**src/rtl/mac_serial_acc.sv**
```systemverilog
// Bit-serial multiply-accumulate back end: takes K serial products (LSB first),
// accumulates them modulo 2^N in a circular shift register and presents the sum.
module mac_serial_acc #(
    parameter int P = 16,
    parameter int N = 32,
    parameter int K = 4
) (
    input  logic         clk,
    input  logic         rst,
    input  logic         in_valid,
    input  logic         in_bit,
    output logic         in_ready,
    output logic         out_valid,
    input  logic         out_ready,
    output logic [N-1:0] out_data
);

    localparam int BW = (N > 1) ? $clog2(N) : 1;
    localparam int KW = (K > 1) ? $clog2(K) : 1;
    localparam logic [BW-1:0] P_LAST = BW'(P - 1);
    localparam logic [BW-1:0] N_LAST = BW'(N - 1);
    localparam logic [KW-1:0] K_LAST = KW'(K - 1);

    typedef enum logic [1:0] {
        RECV = 2'd0,
        EXT  = 2'd1,
        DONE = 2'd2
    } state_t;

    state_t          state, state_next;
    logic [N-1:0]    acc, acc_next;
    logic            c, c_next;
    logic [BW-1:0]   bit_cnt, bit_next;
    logic [KW-1:0]   prod_cnt, prod_next;

    logic            process;
    logic            x;
    logic            last_bit;
    logic [1:0]      s;

    always_ff @(posedge clk or posedge rst) begin
        if (rst) begin
            state    <= RECV;
            acc      <= '0;
            c        <= 1'b0;
            bit_cnt  <= '0;
            prod_cnt <= '0;
        end else begin
            state    <= state_next;
            acc      <= acc_next;
            c        <= c_next;
            bit_cnt  <= bit_next;
            prod_cnt <= prod_next;
        end
    end

    // The accumulator rotates one full turn (N bits) per product, so after the
    // zero-extension bits it is aligned again with the LSB at bit 0.
    always_comb begin
        state_next = state;
        acc_next   = acc;
        c_next     = c;
        bit_next   = bit_cnt;
        prod_next  = prod_cnt;
        in_ready   = 1'b0;
        out_valid  = 1'b0;
        out_data   = '0;
        process    = 1'b0;
        x          = 1'b0;
        last_bit   = 1'b0;
        s          = 2'b00;

        case (state)
            RECV: begin
                in_ready = 1'b1;
                if (in_valid) begin
                    process  = 1'b1;
                    x        = in_bit;
                    last_bit = (bit_cnt == P_LAST);
                end
            end
            EXT: begin
                process  = 1'b1;
                last_bit = (bit_cnt == N_LAST);
            end
            DONE: begin
                out_valid = 1'b1;
                out_data  = acc;
                if (out_ready) begin
                    acc_next   = '0;
                    prod_next  = '0;
                    state_next = RECV;
                end
            end
            default: state_next = RECV;
        endcase

        if (process) begin
            s        = {1'b0, x} + {1'b0, acc[0]} + {1'b0, c};
            acc_next = (acc >> 1) | (N'(s[0]) << (N - 1));
            c_next   = s[1];
            bit_next = bit_cnt + BW'(1);
            if (last_bit) begin
                if (state == RECV && N > P) begin
                    state_next = EXT;
                end else begin
                    // Carry out of bit N-1 is dropped: the sum wraps modulo 2^N.
                    c_next   = 1'b0;
                    bit_next = '0;
                    if (prod_cnt == K_LAST) begin
                        prod_next  = '0;
                        state_next = DONE;
                    end else begin
                        prod_next  = prod_cnt + KW'(1);
                        state_next = RECV;
                    end
                end
            end
        end
    end

endmodule

```
**config.mk**
```make
export PLATFORM = sky130hd
export DESIGN_NAME = mac_serial_acc
export DESIGN_NICKNAME = d
export VERILOG_FILES = /design/src/rtl/mac_serial_acc.sv
export SDC_FILE = /design/constraint.sdc
export NUM_CORES = 1
export LEC_CHECK = 0
export ABC_AREA = 1
export BUFFER_PORTS_ARGS = -buffer_cell sky130_fd_sc_hd__buf_2
export CORE_MARGIN = 8
export CORE_UTILIZATION = 56
export CTS_BUF_LIST = sky130_fd_sc_hd__clkbuf_2
export CTS_CLUSTER_SIZE = 25
export DETAILED_ROUTE_END_ITERATION = 7
export PLACE_DENSITY = 0.81
export SLEW_MARGIN = 20
export SYNTH_ARGS = -nofsm -noshare
export SYNTH_HDL_FRONTEND = slang
export SYNTH_SLANG_ARGS = --single-unit
```
**constraint.sdc**
```tcl
create_clock -name clk -period 2 [get_ports clk]
set_clock_uncertainty 0.05 [all_clocks]
set_input_delay 0.4 -clock clk [delete_from_list [all_inputs] [get_ports clk]]
set_output_delay 0.4 -clock clk [all_outputs]
set_load 0.03 [all_outputs]
```
## Word-level counts from Yosys, hierarchy flattened

Index checks and enable logic that the tools add are counted.

| word-level totals | value |
|---|---|
| flip-flop bits (word level) | 42 |
| bits in latches | 0 |
| RAM bits | 0 |
| bits in read-only memories | 0 |
| input port bits | 5 |
| output and inout port bits | 34 |
| word-level logic and storage cells | 48 |
| memories | 0 |

| cells by class | value |
|---|---|
| add/sub/neg operators | 4 |
| $mul | 0 |
| div/mod/pow operators | 0 |
| $lt $le $gt $ge | 0 |
| equality and inequality tests | 5 |
| shifts and indexed selects | 0 |
| mux-type cells | 28 |
| bitwise logic cells | 1 |
| reduce and logical (&&, ||, !) cells | 5 |

Operators with widths:

| cell | count |
|---|---|
| 32-bit 2-to-1 mux | 4 |
| 31-bit by 32-bit OR with 32-bit output | 1 |
| 2-bit 2-to-1 mux | 11 |
| 5-bit 2-to-1 mux | 2 |
| 1-bit 2-to-1 mux | 8 |
| 5-bit by 1-bit adder with 5-bit output, second input constant | 1 |
| 5-bit by 4-bit == test with 1-bit output, second input constant | 1 |
| 5-bit == test, second input constant | 1 |
| 2-bit == test, second input constant | 2 |
| 1-bit one-hot mux with 2 select lines | 2 |
| 2-bit one-hot mux with 2 select lines | 1 |
| 2-bit nonzero test | 2 |
| 1-bit by 1-bit adder with 2-bit output | 1 |
| 2-bit by 1-bit adder with 2-bit output | 1 |
| 2-bit by 1-bit adder with 2-bit output, second input constant | 1 |
| 2-bit by 1-bit == test with 1-bit output, second input constant | 1 |
| 2-bit logical NOT | 1 |
| 2-bit AND reduction | 1 |
| 2-bit OR reduction | 1 |

## Depth between registers and ports, before layout

Gate-level depths: netlist of the first run.

| logic depth | value |
|---|---|
| depth after elaboration | 6 |
| depth in mapped cells | 9 |
| mapped depth without buffers | 9 |

## Least setup slack after synthesis of the first run

OpenSTA, ideal clock, no wires.

| path | value |
|---|---|
| kind | register -> output |
| start | register state[0] |
| end | output out_data[10] |
| arrival | 1.536 ns |
| required time | 1.550 ns |
| slack | 0.014 ns |
| cell stages (with the launch flop) | 5 |
| buffers on the path | 1 |
| cells stage by stage | dfrtp_1 -> nor2_2 -> inv_1 -> buf_2 -> nor2_1 |

| between the ends | value |
|---|---|
| cells in the longest elaborated chain, start to end | 2 |

Ends and longest elaborated chain:

| element | line | RTL |
|---|---|---|
| start: declaration | 30 | `state_t state, state_next;` |
| start signal: assignment | 49 | `state <= state_next;` |
| 2-bit == test | 73 | `case (state)` |
| 32-bit 2-to-1 mux | 73 |  |
| end: declaration | 15 | `output logic [N-1:0] out_data` |

Every way passes these cells.

## Worst setup path in the final report of the first run

| path | value |
|---|---|
| start | register state[1] |
| end | output out_data[31] |

The elaborated chain is that of the path after synthesis.

==> summary.txt, run 1 <==
CTS
  – Clock-pin slew on the worst setup and hold paths: around 200 ps
  – Root Driver: clkbuf_2
  – Bufs on Longest Clock Path: 2
  – CTS buffer count: 5
  – Hold buffers post-CTS: 0
  – Clk Latency, worst-skew pair: 400 ps
  – H-tree Lvls: 2
  – Clk sinks: 42
  – CTS tree: yes

Worst setup path
  – Crit path cell chain: inv_2 -> nor2_4 -> inv_2 -> buf_8 -> nor2_1 -> buf_4
  – Worst Path Required: 1550 ps
  – CP startpoint: state[1]
  – CP most frequent cell: inv_2
  – Critical path class: register to primary output
  – R2r startpoint: bit_cnt[0]
  – Critical Path Max Stage Delay: approximately 420 ps
  – Worst EP arrival: approximately 1500 ps
  – Worst Setup End Kind: primary output
  – Worst path slowest cell: dfrtp_1
  – Largest fanout on the critical path: 15
  – Setup crit start kind: register

Route
  – First-pass detailed-route iteration total: 4
  – DR vias: about 1500
  – WL/cell: roughly 13 µm
  – Antenna Violating Nets Remaining: 0
  – Initial DRC Count: 102
  – Post-Route WL: approximately 4000 µm
  – Via density: approximately 5
  – Post-route DRC: 0

Synth
  – Yosys reg bits: 42
  – Mapped Cells: 210
  – Mean Syn Cell Area: ~8.9 µm²
  – Ys Warns: 0
  – Post-synth design cell area: around 1900 µm²
  – Synthesized Nets: 220
  – Register area share after synthesis: a little under three fifths
  – Cell variety after synth: 16

Layout
  – Fraction of layout cells with a size suffix above 1: between 20% and 30%
  – Final Net Count: approximately 270
  – Layout Cell Area excl Fill: around 2400 µm²
  – Final Non-Filler Cells: 304
  – N_diodes: 0
  – P&R area growth vs syn: 26.0%

GRT
  – Pin count of the biggest net entering global routing: 43
  – Gr usage total: between 10% and 20%
  – First-pass GRT wire length: roughly 6500 µm
  – Vias in the first global route: between 1000 and 1500
  – Total grt overflow: 0
  – Initial antenna violation count: 0

Timing
  – Fin. max-slew vios: 0
  – # setup viols final: 0
  – Final Hold Vio Count: 0
  – Crit share post-route: a little over nine tenths
  – Worst-margin pin slew: approximately 560 ps
  – Fmax achieved: around 500 MHz
  – Slew headroom: a little over three fifths
  – Final Critical Period: ~1900 ps

Pwr
  – P per Cell Area: around 1200 nW/µm²
  – Max VDD drop: 639 µV
  – Leakage: 1.18 nW
  – Tot Pwr: 2.85 mW

Placed design
  – Cell Area, Placed: between 2000 and 2500 µm²
  – Dpl hpwl: around 2600 µm
  – Placer congestion estimate: 0.757
  – Port bufs: 38
  – Number of cells after detailed placement: 291

Floorplanning
  – DIE AREA: between 5000 and 6000 µm²
  – Vert. Die Dim: 73.9 µm
  – Core Rows: 21
  – Ports: 39
  – Die width: approximately 74 µm
  – Initial core utilization: a little under three fifths
  – Core area: 3280 µm²

Job
  – Max Cap Violations: 0

Outcome
  – Status: finished clean

Min path
  – Worst hold path type: primary input to asynchronous set/reset pin
state kept, by name, indices dropped and copies added, names as in the netlist:
name / cells
acc: 32
bit_cnt: 5
prod_cnt: 2
state: 2
c: 1
critical path, delay by kind of cell, from the launching register on:
family,cells,cell delay (ps)
buffers and inverters,4,460
DFF,1,420
and+or+nand+nor,2,210
cell usage in the layout, fill, tap and decap left out, types with 4 or more instances in the layout:
cell / n
nand2_1: 24
buf_2: 5
buf_4: 42
ha_1: 4
o22ai_1: 32
nor2_1: 23
nand3_1: 7
o21ai_0: 7
nor2_2: 11
dfrtp_1: 41
clkbuf_2: 7
inv_1: 41
per-layer routing:
metal / vias up / GRT usage, % / share of wire (%)
met3: 4 / 4.37 / 6.2
met5: - / 0 / 0
met2: 34 / 25.2 / 49
met1: 701 / 17.8 / 43
li1: 765 / - / -
met4: 0 / 5.99 / 1.1
power breakdown:
group / internal (mW) / total, mW / switching, mW
logic: 0.375 / 1.02 / 0.648
registers: 1.18 / 1.33 / 0.143
clock network: 0.223 / 0.496 / 0.273
total: 1.78 / 2.85 / 1.06
logic make-up after synthesis:
| kind of cell | count (synthesis) | share of synthesized area, % |
|---|---|---|
| buffers and inverters | 52 | 11.4 |
| adders and majority gates | 5 | 3.74 |
| DFF | 42 | 56.1 |
| and+or+nand+nor | 71 | 15.4 |
| AOI/OAI and AO/OA | 40 | 13.4 |
final timing paths:
check                          endpoint  slack (ps)  cells after the start
max                        out_data[31]          60                      6
min                              acc[8]          30                      3
max reg2reg                 prod_cnt[1]         250                      7
min reg2reg                  bit_cnt[3]         490                      2
max in group asynchronous      state[0]        1500                      3
min in group clk               state[1]         120                      2
through the flow:
step                utilization, %  hold slack [ps]  worst slack, ps  TNS [ps]
floorplan                        -              421             14.0         0
global placement              64.4              445              370         0
detailed placement            64.4              456              289         0
CTS                           69.5             31.4            -11.4     -11.4
global route                  71.9             53.9            -28.6      -251
finish                        71.9             32.0             55.6         0
area by class of cell:
class,count,area (µm²)
Sequential cell,42,1050
Fill cell,259,923
Clock inverter,1,30.0
Multi-Input combinational cell,116,649
Clock buffer,7,35.0
Timing Repair Buffer,49,375
Tap cell,46,57.6
Inverter,43,161
synth_stat cells:
cell / instances / area share [%]
o21ai_0: 7 / 1.9
nor2_2: 1 / 0.33
ha_1: 4 / 2.7
buf_2: 6 / 1.6
nand2_1: 24 / 4.8
o22ai_1: 32 / 11
nand3_1: 7 / 1.9
and3_1: 1 / 0.33
inv_1: 43 / 8.6
o21ai_4: 1 / 0.87
buf_4: 3 / 1.2
nand4_1: 2 / 0.67
nand2_2: 1 / 0.33
nor2_1: 35 / 7.0
fa_1: 1 / 1.1
dfrtp_1: 42 / 56
timing repair:
action	in CTS	in global routing
endpoints found under the setup margin	32	32
pin swaps	1	0
buffers inserted	3	2
gates resized for setup	34	22
No activity file was read; power rests on OpenSTA's default activity.
==> run 2: changes to the inputs <==
- REMOVE_ABC_BUFFERS: unset -> 1
==> run 2 against run 1 <==
The run now ends with setup timing left. Hold slack lost 4.8 ps. Die area is the same. Sequential power is essentially flat. Sequential share of layout area shrank 3.3 points. Worst setup slack lost 59 ps. Core utilization grew 5.8 points. Clock power is essentially flat. Global-route usage grew 1.1 points. Critical path depth shrank 1. Combinational power grew 8%. Fmax shrank 2.9%. Highest routed layer unchanged.
==> summary.txt, run 2 (synthesis gave the netlist of run 1 again) <==
Timing
  – Final Critical Period: 2000 ps (was 1940 ps)
  – Crit share post-route: 100% (was 97.2%)
  – Fin. max-slew vios: 0 (unchanged)
  – Final hold slack: 27.2 ps (was 32.0 ps)
  – Final setup TNS: -3.17 ps (was 0 ps)
  – # setup viols final: 1 (was 0)
  – Final Hold Vio Count: 0 (unchanged)
  – Worst-margin pin slew: 574 ps (was 560 ps)
  – Slew headroom: 61.6% (was 62.5%)
  – PnR worst setup slack: -3.17 ps (was 55.6 ps)
  – Fmax achieved: 499 MHz (was 514 MHz)
  – Unrepaired setup endpoints after global routing: yes

CTS
  – H-tree Lvls: 2 (unchanged)
  – Clk Latency, worst-skew pair: 410 ps (was 400 ps)
  – Root Driver: clkbuf_2 (unchanged)
  – Clk sinks: 42 (unchanged)
  – CTS buffer count: 5 (unchanged)
  – Bufs on Longest Clock Path: 2 (unchanged)
  – Clock-pin slew on the worst setup and hold paths: 200 ps (about the same)
  – CTS tree: yes (unchanged)

Layout
  – Util after Layout: 77.7% (was 71.9%)
  – Layout Cell Area excl Fill: 2550 µm² (was 2360 µm²)
  – Largest register FFs: 32 (unchanged)
  – Biggest register: acc (unchanged)
  – Largest registers: acc (32), bit_cnt (5) (unchanged)
  – Final Net Count: 266 (was 267)
  – Fraction of layout cells with a size suffix above 1: 35.8% (was 29.1%)
  – Final Non-Filler Cells: 303 (was 304)
  – N_diodes: 0 (unchanged)
  – P&R area growth vs syn: 36.2% (was 26.0%)
  – Most frequent cells in the layout: inv_1 (41), dfrtp_1 (41), o22ai_1 (32) (was buf_4 (42), inv_1 (41), dfrtp_1 (41))

Floorplanning
  – Die width: 73.9 µm (unchanged)
  – Initial core utilization: 57.1% (unchanged)
  – Core Rows: 21 (unchanged)
  – DIE AREA: 5450 µm² (unchanged)
  – Vert. Die Dim: 73.9 µm (unchanged)
  – Core area: 3280 µm² (unchanged)
  – Ports: 39 (unchanged)

Worst setup path
  – Worst reg2reg path depth: 4 (was 7)
  – CP top delay family: flip-flops (was buffers and inverters)
  – Worst EP arrival: 1550 ps (was 1490 ps)
  – Worst Setup End Kind: primary output (unchanged)
  – Crit path cell chain: nor2_4 -> inv_4 -> buf_12 -> nor2_2 -> buf_6 (was inv_2 -> nor2_4 -> inv_2 -> buf_8 -> nor2_1 -> buf_4)
  – Critical Path Max Stage Delay: 470 ps (was 420 ps)
  – Worst path slowest cell: dfrtp_2 (was dfrtp_1)
  – Worst path bufs/invs: 3 (was 4)
  – Largest fanout on the critical path: 17 (was 15)
  – R2r startpoint: state[0] (was bit_cnt[0])
  – Worst Path Required: 1550 ps (about the same)
  – Setup crit start kind: register (unchanged)
  – Worst r2r dst: acc[27] (was prod_cnt[1])
  – Critical path class: register to primary output (unchanged)
  – R2R setup slack: 180 ps (was 250 ps)

Min path
  – Worst hold path type: primary input to asynchronous set/reset pin (unchanged)

Job
  – Max Cap Violations: 0 (unchanged)

Pwr
  – Tot Pwr: 2.93 mW (was 2.85 mW)
  – Max VDD drop: 720 µV (was 639 µV)
  – P per Cell Area: 1150 nW/µm² (was 1210 nW/µm²)
  – Leakage: 1.20 nW (was 1.18 nW)

GRT
  – Vias in the first global route: 1419 (was 1459)
  – Pin count of the biggest net entering global routing: 43 (unchanged)
  – First-pass GRT wire length: 6710 µm (was 6450 µm)
  – Gr usage total: 16.2% (was 15.1%)
  – Total grt overflow: 0 (unchanged)
  – Initial antenna violation count: 0 (unchanged)

Route
  – Post-route DRC: 0 (unchanged)
  – WL/cell: 15.9 µm (was 13.2 µm)
  – First-pass detailed-route iteration total: 5 (was 4)
  – Initial DRC Count: 146 (was 102)
  – Post-Route WL: 4810 µm (was 4020 µm)
  – Antenna Violating Nets Remaining: 0 (unchanged)
  – DR vias: 1630 (was 1504)
  – Via density: 5.38 (was 4.95)

Outcome
  – Status: finished with violations (was finished clean)
  – Failing checks: setup timing

Placed design
  – Placer congestion estimate: 0.836 (was 0.757)
  – Pre-CTS setup slack: 277 ps (was 289 ps)
  – Port bufs: 38 (unchanged)
  – Cell Area, Placed: 2120 µm² (was 2110 µm²)
  – Number of cells after detailed placement: 290 (was 291)
  – Dpl hpwl: 2600 µm (about the same)
run 2: changes by cell type in the layout (fill, tap and decap cells not counted), sizes merged:
| cell | previous run | this run |
|---|---|---|
| buf | 49 | 47 |
| clkbuf | 7 | 8 |
run 2: area by class of cell:
type,instances,area [µm²]
Clock buffer,7,35.0
Clock inverter,1,30.0
Fill cell,196,732
Inverter,43,164
Multi-Input combinational cell,116,724
Sequential cell,42,1050
Tap cell,46,57.6
Timing Repair Buffer,48,489
run 2: routing by layer:
layer	wire length, µm	global-route usage (%)	up-vias	share of wire [%]
li1	-	-	768	-
met1	2020	20.9	791	42
met2	2360	24.1	58	49
met3	293	4.91	13	6.1
met4	136	7.54	0	2.8
met5	0	0	-	0
run 2: worst max-delay path by stage:
stage                           from     endpoint  slack, ps  cells after the start
final                       state[0]  out_data[2]         -3                      5
after detailed placement  bit_cnt[0]  prod_cnt[1]        280                      7
after global routing        state[0]  out_data[2]        -80                      5
after floorplan             state[0]  out_data[0]       -160                      3
after global placement      in_valid      acc[31]        340                      4
after CTS                   state[1]  out_data[7]         20                      6
run 2: report_power, final:
group | switching [mW] | leakage, nW | internal, mW
clock network | 0.271 | 0.0432 | 0.223
logic | 0.721 | 0.608 | 0.376
registers | 0.157 | 0.553 | 1.19
run 2: worst reg2reg max path, stage by stage (launching register included):
cell,delay [ps]
dfrtp_2,470
buf_4,160
o21ai_4,330
nand2_2,420
o22ai_1,310
run 2: repair_timing:
item	in CTS	in global routing
pin swaps	1	1
gates resized for setup	18	109
hold buffers	0	0
setup buffers	3	1
gates cloned	1	0
endpoints found under the setup margin	32	33
